### src/rtl/wb_project_mux_pkg.sv
// wb_project_mux_pkg: shared types and constants for the Wishbone project mux
package wb_project_mux_pkg;

    typedef enum logic [1:0] {
        IDLE,
        FWD,
        RESP
    } state_t;

    localparam logic [3:0]  LOCAL_SLOT     = 4'hF;
    localparam logic [1:0]  REG_STATUS     = 2'd0;
    localparam logic [1:0]  REG_ERR_ADR    = 2'd1;
    localparam logic [31:0] ERR_DATA_DEF   = 32'hDEADBEEF;
    localparam logic [31:0] UNMAP_DATA_DEF = 32'hBADADD00;

endpackage

### src/rtl/wb_timeout_ctr.sv
// wb_timeout_ctr: clearable wait counter with terminal count and saturating 16-bit error counter
module wb_timeout_ctr #(
    parameter int TIMEOUT_CYCLES = 255
) (
    input  logic        clk,
    input  logic        rst_n,
    input  logic        clr,
    input  logic        en,
    input  logic        err_inc,
    input  logic        err_clr,
    output logic        tc,
    output logic [15:0] err_cnt
);

    localparam int W = $clog2(TIMEOUT_CYCLES);

    logic [W-1:0] cnt;

    always_ff @(posedge clk or negedge rst_n)
        if (!rst_n) cnt <= '0;
        else        cnt <= clr ? '0 : en ? cnt + W'(1) : cnt;

    always_ff @(posedge clk or negedge rst_n)
        if (!rst_n)                             err_cnt <= '0;
        else if (err_clr)                       err_cnt <= '0;
        else if (err_inc && err_cnt != 16'hFFFF) err_cnt <= err_cnt + 16'd1;

    assign tc = cnt == W'(TIMEOUT_CYCLES - 1);

endmodule

### src/rtl/wb_project_mux.sv
// wb_project_mux: registered Wishbone decoder and one-hot response mux for per-project slaves
module wb_project_mux
    import wb_project_mux_pkg::*;
#(
    parameter int          NUM_SLAVES     = 8,
    parameter logic [7:0]  BASE_HI        = 8'h30,
    parameter int          TIMEOUT_CYCLES = 255,
    parameter logic [31:0] ERR_DATA       = ERR_DATA_DEF,
    parameter logic [31:0] UNMAP_DATA     = UNMAP_DATA_DEF
) (
    input  logic                     wb_clk_i,
    input  logic                     wb_rst_ni,
    input  logic                     wbs_stb_i,
    input  logic                     wbs_cyc_i,
    input  logic                     wbs_we_i,
    input  logic [3:0]               wbs_sel_i,
    input  logic [31:0]              wbs_adr_i,
    input  logic [31:0]              wbs_dat_i,
    output logic                     wbs_ack_o,
    output logic [31:0]              wbs_dat_o,
    input  logic [NUM_SLAVES-1:0]    active,
    output logic [NUM_SLAVES-1:0]    s_cyc_o,
    output logic [NUM_SLAVES-1:0]    s_stb_o,
    output logic                     s_we_o,
    output logic [3:0]               s_sel_o,
    output logic [31:0]              s_adr_o,
    output logic [31:0]              s_dat_o,
    input  logic [NUM_SLAVES-1:0]    s_ack_i,
    input  logic [32*NUM_SLAVES-1:0] s_dat_i,
    output logic                     err_irq_o
);

    state_t                  state, nxt;
    logic [NUM_SLAVES-1:0]   req_oh, sel_oh;
    logic [31:0]             resp_dat, last_err_adr, local_rd, rd_sel;
    logic [15:0]             err_cnt;
    logic [3:0]              slot;
    logic [1:0]              idx;
    logic                    req, hit, is_local, is_valid, accept, ack_sel, tc;
    logic                    fwd_done, timeout, local_clr, unmapped, err_sticky;

    assign req       = wbs_cyc_i & wbs_stb_i;
    assign hit       = wbs_adr_i[31:24] == BASE_HI;
    assign slot      = wbs_adr_i[23:20];
    assign idx       = wbs_adr_i[3:2];
    assign is_local  = hit && slot == LOCAL_SLOT;
    assign is_valid  = |req_oh;
    assign accept    = state == IDLE && req;
    assign ack_sel   = |(s_ack_i & sel_oh);
    assign fwd_done  = state == FWD && wbs_cyc_i && ack_sel;
    assign timeout   = state == FWD && wbs_cyc_i && !ack_sel && tc;
    assign local_clr = accept && is_local && wbs_we_i && idx == REG_STATUS && wbs_dat_i[31];
    assign unmapped  = accept && !is_local && !is_valid;
    assign err_irq_o = err_sticky;

    // One-hot decode avoids indexing narrow vectors with the 4-bit slot field
    always_comb begin
        req_oh = '0;
        rd_sel = '0;
        for (int i = 0; i < NUM_SLAVES; i++) begin
            req_oh[i] = hit && slot == 4'(i) && active[i];
            rd_sel    = rd_sel | (sel_oh[i] ? s_dat_i[32*i +: 32] : 32'h0);
        end
    end

    always_comb begin
        local_rd = idx == REG_STATUS  ? {err_sticky, 15'b0, err_cnt} :
                   idx == REG_ERR_ADR ? last_err_adr : 32'h0;
    end

    wb_timeout_ctr #(.TIMEOUT_CYCLES(TIMEOUT_CYCLES)) u_ctr (
        .clk     (wb_clk_i),
        .rst_n   (wb_rst_ni),
        .clr     (accept),
        .en      (state == FWD),
        .err_inc (timeout),
        .err_clr (local_clr),
        .tc      (tc),
        .err_cnt (err_cnt)
    );

    always_ff @(posedge wb_clk_i or negedge wb_rst_ni)
        if (!wb_rst_ni) state <= IDLE;
        else            state <= nxt;

    // Master abort takes priority; a same-cycle ack beats the timeout
    always_comb begin
        nxt = state == IDLE ? (!req ? IDLE : is_valid ? FWD : RESP) :
              state == FWD  ? (!wbs_cyc_i ? IDLE : (ack_sel || tc) ? RESP : FWD) :
              IDLE;
    end

    always_comb begin
        wbs_ack_o = state == RESP;
        wbs_dat_o = state == RESP ? resp_dat : 32'h0;
        s_cyc_o   = state == FWD ? sel_oh : '0;
        s_stb_o   = state == FWD ? sel_oh : '0;
    end

    always_ff @(posedge wb_clk_i or negedge wb_rst_ni)
        if (!wb_rst_ni) begin
            s_we_o       <= 1'b0;
            s_sel_o      <= '0;
            s_adr_o      <= '0;
            s_dat_o      <= '0;
            sel_oh       <= '0;
            resp_dat     <= '0;
            err_sticky   <= 1'b0;
            last_err_adr <= '0;
        end else begin
            if (accept) begin
                s_we_o   <= wbs_we_i;
                s_sel_o  <= wbs_sel_i;
                s_adr_o  <= wbs_adr_i;
                s_dat_o  <= wbs_dat_i;
                sel_oh   <= req_oh;
                resp_dat <= is_local ? (wbs_we_i ? 32'h0 : local_rd) : is_valid ? 32'h0 : UNMAP_DATA;
            end
            if (local_clr) err_sticky <= 1'b0;
            if (unmapped) begin
                err_sticky   <= 1'b1;
                last_err_adr <= wbs_adr_i;
            end
            if (fwd_done) resp_dat <= s_we_o ? 32'h0 : rd_sel;
            if (timeout) begin
                resp_dat     <= ERR_DATA;
                err_sticky   <= 1'b1;
                last_err_adr <= s_adr_o;
            end
        end

endmodule
### config.mk
export PLATFORM = sky130hd
export DESIGN_NAME = wb_project_mux
export DESIGN_NICKNAME = d
export VERILOG_FILES = /design/src/rtl/wb_project_mux_pkg.sv /design/src/rtl/wb_timeout_ctr.sv /design/src/rtl/wb_project_mux.sv
export SDC_FILE = /design/constraint.sdc
export NUM_CORES = 1
export LEC_CHECK = 0
export ABC_AREA = 1
export CORE_AREA = 2 2 183 185
export CTS_CLUSTER_DIAMETER = 200
export CTS_CLUSTER_SIZE = 25
export DETAILED_ROUTE_END_ITERATION = 10
export DIE_AREA = 0 0 185 187
export PLACE_DENSITY = 0.77
export SYNTH_ARGS = -nofsm -noshare
export SYNTH_HDL_FRONTEND = slang
export SYNTH_SLANG_ARGS = --single-unit
### constraint.sdc
create_clock -name wb_clk_i -period 1.7 [get_ports wb_clk_i]
set_input_delay 0.34 -clock wb_clk_i [delete_from_list [all_inputs] [get_ports wb_clk_i]]
set_output_delay 0.34 -clock wb_clk_i [all_outputs]
set_load 0.005 [all_outputs]
==> impl_metrics.csv, run 1 <==
group,metric,value,unit
run_status,status,"finished, violations left",
run_status,violations,"setup timing",
yosys,synthesis.area,10510,um2
routing,final_antenna_net_count,0,
routing,drtIter0Drc,1072,
cells_and_area,ff_latch_area,4212,um2
routing,totalWireLength,57.14,mm
sta,rsz0062_at_grt,"yes",
power,leakage,0.009497,uW
cells_and_area,area_delta_synth_final,89.01,%
routing,first_pass_iters,9,
routing,num_vias,13920,
setup_path,endpoint_kind,"output port",
power,peakVddDrop,0.6177,mV
sta,hold_viol,0,
die,die_w,185,um
cells_and_area,multi_input_area,6437,um2
die,core_area,32860,um2
placed_design,dp_hpwl,41.86,mm
clock_network,cts_tree,"done",
sta,fin_crit_sh,112.1,%
sta,setup_tns,-16.92,ns
sta,fin_ws,-0.2052,ns
placed_design,routabilityCongestion,0.9872,
hold_path,hp-class,"input pin to register",
die,die-area,34600,um2
setup_path,cp_data_arrival_time,1.57,ns
die,rows,67,
clock_network,clock_sink_count,168,
sta,slew_headroom,61.70,%
clock_network,cts_buffers,17,
setup_path,worstSetupStartpointType,"register",
cells_and_area,fin_util,60.42,%
yosys,synthDistinctLibCells,39,
setup_path,crit_required,1.36,ns
setup_path,path_class,"register to output port",
routing,drt-vias-per-instance,5.120,
placed_design,pre_cts_ws,-0.6359,ns
sta,slew_violations,0,
clock_network,clkTransAtPathRegs,0.07,ns
global_route,grt_max_degree,74,
yosys,syn_avg_cell_area,6.465,um2
yosys,synth-seq-cells,168,
cells_and_area,nets,2596,
yosys,yosys_warnings,0,
placed_design,io_buffers,463,
clock_network,clockBufferDepth,2,
global_route,grt_util_all_layers,29.81,%
die,start_util,31.97,%
cells_and_area,fill_cells,2803,
global_route,grt_first_pass_wirelength,77.18,mm
setup_path,crit_fanout,8,
clock_network,insertion_delay,0.44,ns
cells_and_area,final_layout_size_suffix_gt1_share,26.24,%
power,power_density,594.0,nW/um2
sta,timing.fmax,524.9,MHz
sta,setup_violations,151,
sta,skew,0.01430,ns
routing,post-route-drc-count,0,
global_route,antenna_found_initial,10,
yosys,postSynthCellCount,1625,
clock_network,h-tree-depth,4,
die,die_h,187,um
sta,finalCriticalPeriod,1.905,ns
clock_network,cts-root-buf,"clkbuf_16",
sta,worst_pin_slew,0.5738,ns
yosys,seq_area_frac_synth,40.02,%
die,io_pins,464,
global_route,gr-total-overflow,0,
routing,wl_per_cell,21.02,um
yosys,synth_nets,1973,
global_route,grt_pass1_vias,13010,
job,drv_cap,0,
what timing repair did:
item                                    in CTS  in global routing
buffers inserted                            21                 36
gates resized for setup                    383                327
hold buffers                                 1                  0
pin swaps                                   24                 82
endpoints found under the setup margin     168                235
hold endpoints to repair                    31                  0
gates cloned                                13                 20
power breakdown:
group          switching, uW  internal (uW)  total (uW)  leakage (uW)
logic                   1190           1780        2970       0.00717
clock network           1780           2240        4020      0.000284
registers                372           4430        4800       0.00204
total                   3350           8450       11800       0.00950
cell type report:
| cell class | count | area share (%) |
|---|---|---|
| inverter | 131 | 2.747 |
| timing repair inverter | 2 | 0.08192 |
| sequential | 168 | 21.21 |
| clock inverter | 13 | 0.7940 |
| clock buffer | 18 | 2.212 |
| timing repair buffer | 697 | 37.58 |
| tap | 448 | 2.823 |
| antenna | 10 | 0.1260 |
| multi-input combinational | 1231 | 32.42 |
registers in the layout, indices dropped and copies added (netlist names):
| name | flops |
|---|---|
| last_err_adr | 32 |
| s_sel_o | 4 |
| s_adr_o | 32 |
| u_ctr.err_cnt | 16 |
| resp_dat | 32 |
| u_ctr.cnt | 8 |
| err_irq_o | 1 |
| s_we_o | 1 |
| state | 2 |
| s_dat_o | 32 |
| sel_oh | 8 |
cells in the final DEF (no fill, tap or decap), types with 44 or more instances in the layout:
master             n
clkdlybuf4s50_1  379
nand2_2           85
dfrtp_1          162
buf_4            122
inv_1            107
nand4_1           47
nand2_1          614
buf_6             53
nor2_1            77
o21ai_1           52
o21ai_0           44
nand3_1           75
Yosys cell counts (all sizes together):
cell	n	area share, %
xnor2	2	0.17
nor3	14	0.87
clkbuf	43	1.5
nand3	98	4.9
inv	129	4.6
a21oi	38	1.8
a22oi	1	0.071
a22o	4	0.33
and2	1	0.060
a31oi	4	0.24
clkinv	2	0.071
o22ai	2	0.12
nand4	48	2.9
o2111ai	6	0.50
dfrtp	168	40
o21ai	118	5.6
nor2	151	5.7
o21a	1	0.071
buf	53	3.0
xor2	7	0.58
o211ai	1	0.071
ha	3	0.36
nand3b	3	0.21
o31ai	2	0.14
nand2	726	26
logic make-up (layout without fill, tap and decap cells):
| family | Yosys count | count (layout) | share of synthesized area (%) |
|---|---|---|---|
| AO/OA/AOI/OAI | 177 | 177 | 9.016 |
| XOR/XNOR | 9 | 9 | 0.7504 |
| adder cells (fa/ha/maj) | 3 | 3 | 0.3574 |
| buffers and inverters | 227 | 861 | 9.195 |
| flip-flops | 168 | 168 | 40.02 |
| other | 0 | 10 | 0 |
| AND/OR/NAND/NOR | 1041 | 1042 | 40.66 |
final timing paths:
path	end	cells past startpoint	startpoint	slack (ns)
max in group asynchronous	last_err_adr[3]	3	wb_rst_ni	0.68
min reg2reg	s_dat_o[24]	2	s_dat_o[24]	0.48
max	wbs_dat_o[14]	6	state[0]	-0.21
min in group asynchronous	s_dat_o[30]	2	wb_rst_ni	0.37
min	s_adr_o[27]	3	wbs_adr_i[27]	0.25
max reg2reg	last_err_adr[6]	12	state[0]	-0.19
routing by layer:
layer	global-route usage [%]	part of all wire, %	up-vias	wire, um
met5	0	0	-	0
met4	12.82	4.8	0	2716
li1	-	-	6389	-
met3	5.315	7.0	130	3975
met2	51.67	50	696	28380
met1	36.03	39	6701	22060
critical path, cell delays in order (launching register included):
cell and delay [ns]:
dfrtp_1 0.41, nor2_2 0.15, buf_6 0.15, inv_8 0.06
buf_16 0.15, nor2_4 0.09, buf_2 0.13
through the flow:
step	instance area [um2]	instances	total power, uW	hold WS [ns]
2_1_floorplan	10510	1625	5377	0.04441
3_5_place_dp	16630	2591	7272	0.2794
6_report	19860	2718	11790	0.2451
5_1_grt	19850	2717	12240	0.2650
3_3_place_gp	16630	2591	7235	0.2654
4_1_cts	18170	2655	11430	0.3838
(Power assumes the default switching activity.)
==> run 2: changes to the inputs <==
Settings changed: CORE_AREA 2 2 183 185 to 4 4 180 182, DIE_AREA 0 0 185 187 to 0 0 184 186, PLACE_DENSITY 0.77 to 0.8.
==> impl_metrics.csv, run 2 (synthesized netlist as in run 1, its figures left out) <==
group,metric,value,unit
cells_and_area,fin_util,64.22,%
clock_network,h-tree-depth,4,
setup_path,rrSetupSlack,-0.27,ns
global_route,antenna_found_initial,11,
routing,totalWireLength,58.56,mm
cells_and_area,area_delta_synth_final,86.99,%
die,start_util,34.34,%
power,total_power,11900,uW
cells_and_area,final_cells,2674,
setup_path,crit_required,2.09,ns
die,io_pins,464,
global_route,gr-total-overflow,0,
setup_path,crit_top_cell,"nand2_1",
global_route,grt_first_pass_wirelength,76.72,mm
power,p_clk_share,35.7,%
routing,first_pass_iters,8,
global_route,grt_util_all_layers,29.52,%
power,p_int,8402,uW
cells_and_area,fill_cells,2444,
placed_design,dp_hpwl,42.77,mm
cells_and_area,final_layout_size_suffix_gt1_share,25.80,%
sta,timing.fmax,507.1,MHz
routing,num_vias,14290,
sta,fin_crit_sh,116.0,%
power,combinationalPowerShare,23.9,%
job,drv_cap,0,
placed_design,io_buffers,463,
power,pwr-share-seq,40.4,%
sta,hold_viol,0,
setup_path,crit_chain,"buf_6 > nand2_2 > nand2_1 > nor2_2 > nand2_4 > buf_6 > nor2_4 > buf_12 > buf_12 > buf_12 > nand2_1 > o21ai_1 > nand2_1 > nand2_1",
sta,fin_ws,-0.2719,ns
setup_path,worstSetupStartpointType,"register",
die,core_area,30590,um2
power,p_sw_share,29.42,%
die,die_h,186,um
power,power_density,606.0,nW/um2
power,leakage,0.009762,uW
clock_network,insertion_delay,0.44,ns
setup_path,slowest_delay,0.41,ns
run_status,violations,"setup timing",
run_status,status,"finished, violations left",
sta,setup_violations,131,
routing,drtIter0Drc,1257,
clock_network,cts-root-buf,"clkbuf_16",
hold_path,hp-class,"input pin to register",
placed_design,routabilityCongestion,0.9776,
setup_path,cp_data_arrival_time,2.36,ns
clock_network,clockBufferDepth,2,
routing,drt-vias-per-instance,5.343,
placed_design,post-place-cells,2552,
routing,post-route-drc-count,0,
sta,slew_violations,0,
routing,wl_per_cell,21.90,um
clock_network,cts_tree,"done",
power,peakVddDrop,0.6467,mV
setup_path,path_class,"register to register",
sta,worst_pin_slew,0.4287,ns
die,die_w,184,um
sta,rsz0062_at_grt,"yes",
clock_network,clock_sink_count,168,
setup_path,endpoint_kind,"register",
global_route,grt_max_degree,63,
die,rows,64,
sta,skew,0.01923,ns
setup_path,critPathSlowestCell,"dfrtp_2",
clock_network,clkTransAtPathRegs,0.08,ns
cells_and_area,multi_input_area,6407,um2
die,die-area,34220,um2
clock_network,cts_buffers,17,
cells_and_area,final_cell_mix,"nand2_1, clkdlybuf4s50_1, dfrtp_1, buf_4, inv_1",
sta,whs,0.2552,ns
power,switchingPower,3502,uW
sta,slew_headroom,71.12,%
cells_and_area,mostFrequentLayoutCell,"nand2_1",
routing,final_antenna_net_count,0,
cells_and_area,ff_latch_area,4214,um2
setup_path,crit_fanout,8,
global_route,grt_pass1_vias,13100,
cells_and_area,nets,2606,
sta,finalCriticalPeriod,1.972,ns
-- run 2: cell count changes in the layout (fill, tap and decap cells not counted), moves of 16 or more --
cell / change
o21ai_1: -22
dlymetal6s2s_1: +16
nand2_1: +41
clkdlybuf4s15_2: +17
buf_4: +29
nand2_2: -39
-- run 2: worst paths after layout --
check / from / endpoint / cells past startpoint
hold reg to reg: s_dat_o[5] / s_dat_o[5] / 2
setup / recovery: sel_oh[3] / last_err_adr[28] / 14
setup reg to reg: sel_oh[3] / last_err_adr[28] / 14
max in group asynchronous: wb_rst_ni / sel_oh[3] / 3
min in group asynchronous: wb_rst_ni / last_err_adr[12] / 2
hold / removal: wbs_adr_i[25] / s_adr_o[25] / 3
-- run 2: what timing repair did --
item                                    in CTS  in global routing
hold buffers                                 1                  0
gates cloned                                 2                 20
endpoints found under the setup margin     213                244
pin swaps                                    8                114
hold endpoints to repair                    24                  0
resized for setup                          254                381
setup buffers                               13                 56
-- run 2: area by class of cell --
cell class / count / area share [%]
clock buffers: 18 / 2.236
repair buffers: 708 / 37.34
well taps: 396 / 2.522
repair inverters: 1 / 0.05732
inverters: 131 / 2.669
flip-flops and latches: 168 / 21.45
diodes: 7 / 0.08917
multi-input cells: 1231 / 32.62
clock inverters: 14 / 1.019
-- run 2: routing by layer --
metal,vias to the layer above,GRT usage (%),part of all wire (%)
met5,-,0,0.061
met4,6,10.17,4.1
met3,194,5.785,8.5
met2,872,50.95,49
met1,6791,37.05,38
li1,6425,-,-
-- run 2: stage by stage --
stage / instance area [um2] / worst slack [ns] / setup TNS [ns]
2_1_floorplan: 10510 / 0.01858 / 0
4_1_cts: 17620 / -0.2123 / -16.10
5_1_grt: 19640 / -0.3654 / -27.97
3_5_place_dp: 16660 / -0.6019 / -83.19
3_3_place_gp: 16660 / -0.5743 / -79.28
6_report: 19640 / -0.2719 / -20.25
-- run 2: power by group through the flow --
stage	registers, uW	logic (uW)	clock network [uW]
detailed placement	4840	2490	0
CTS	4760	2520	4240
floorplan	4750	630	0
global placement	4820	2440	0
global route	4830	3040	4440
finish	4800	2850	4250
-- run 2: critical path, delay by kind of cell (launching register included) --
family                 cells  cell delay [ns]
AOI/OAI and AO/OA          1             0.10
buffers and inverters      5             0.71
DFF                        1             0.41
and+or+nand+nor            8             0.71
==> run 3: changes to the inputs <==
Settings changed: CTS_CLUSTER_SIZE 25 to 20.
==> results of run 3 <==
The final DEF is identical to that of run 2; final timing and power are the same.
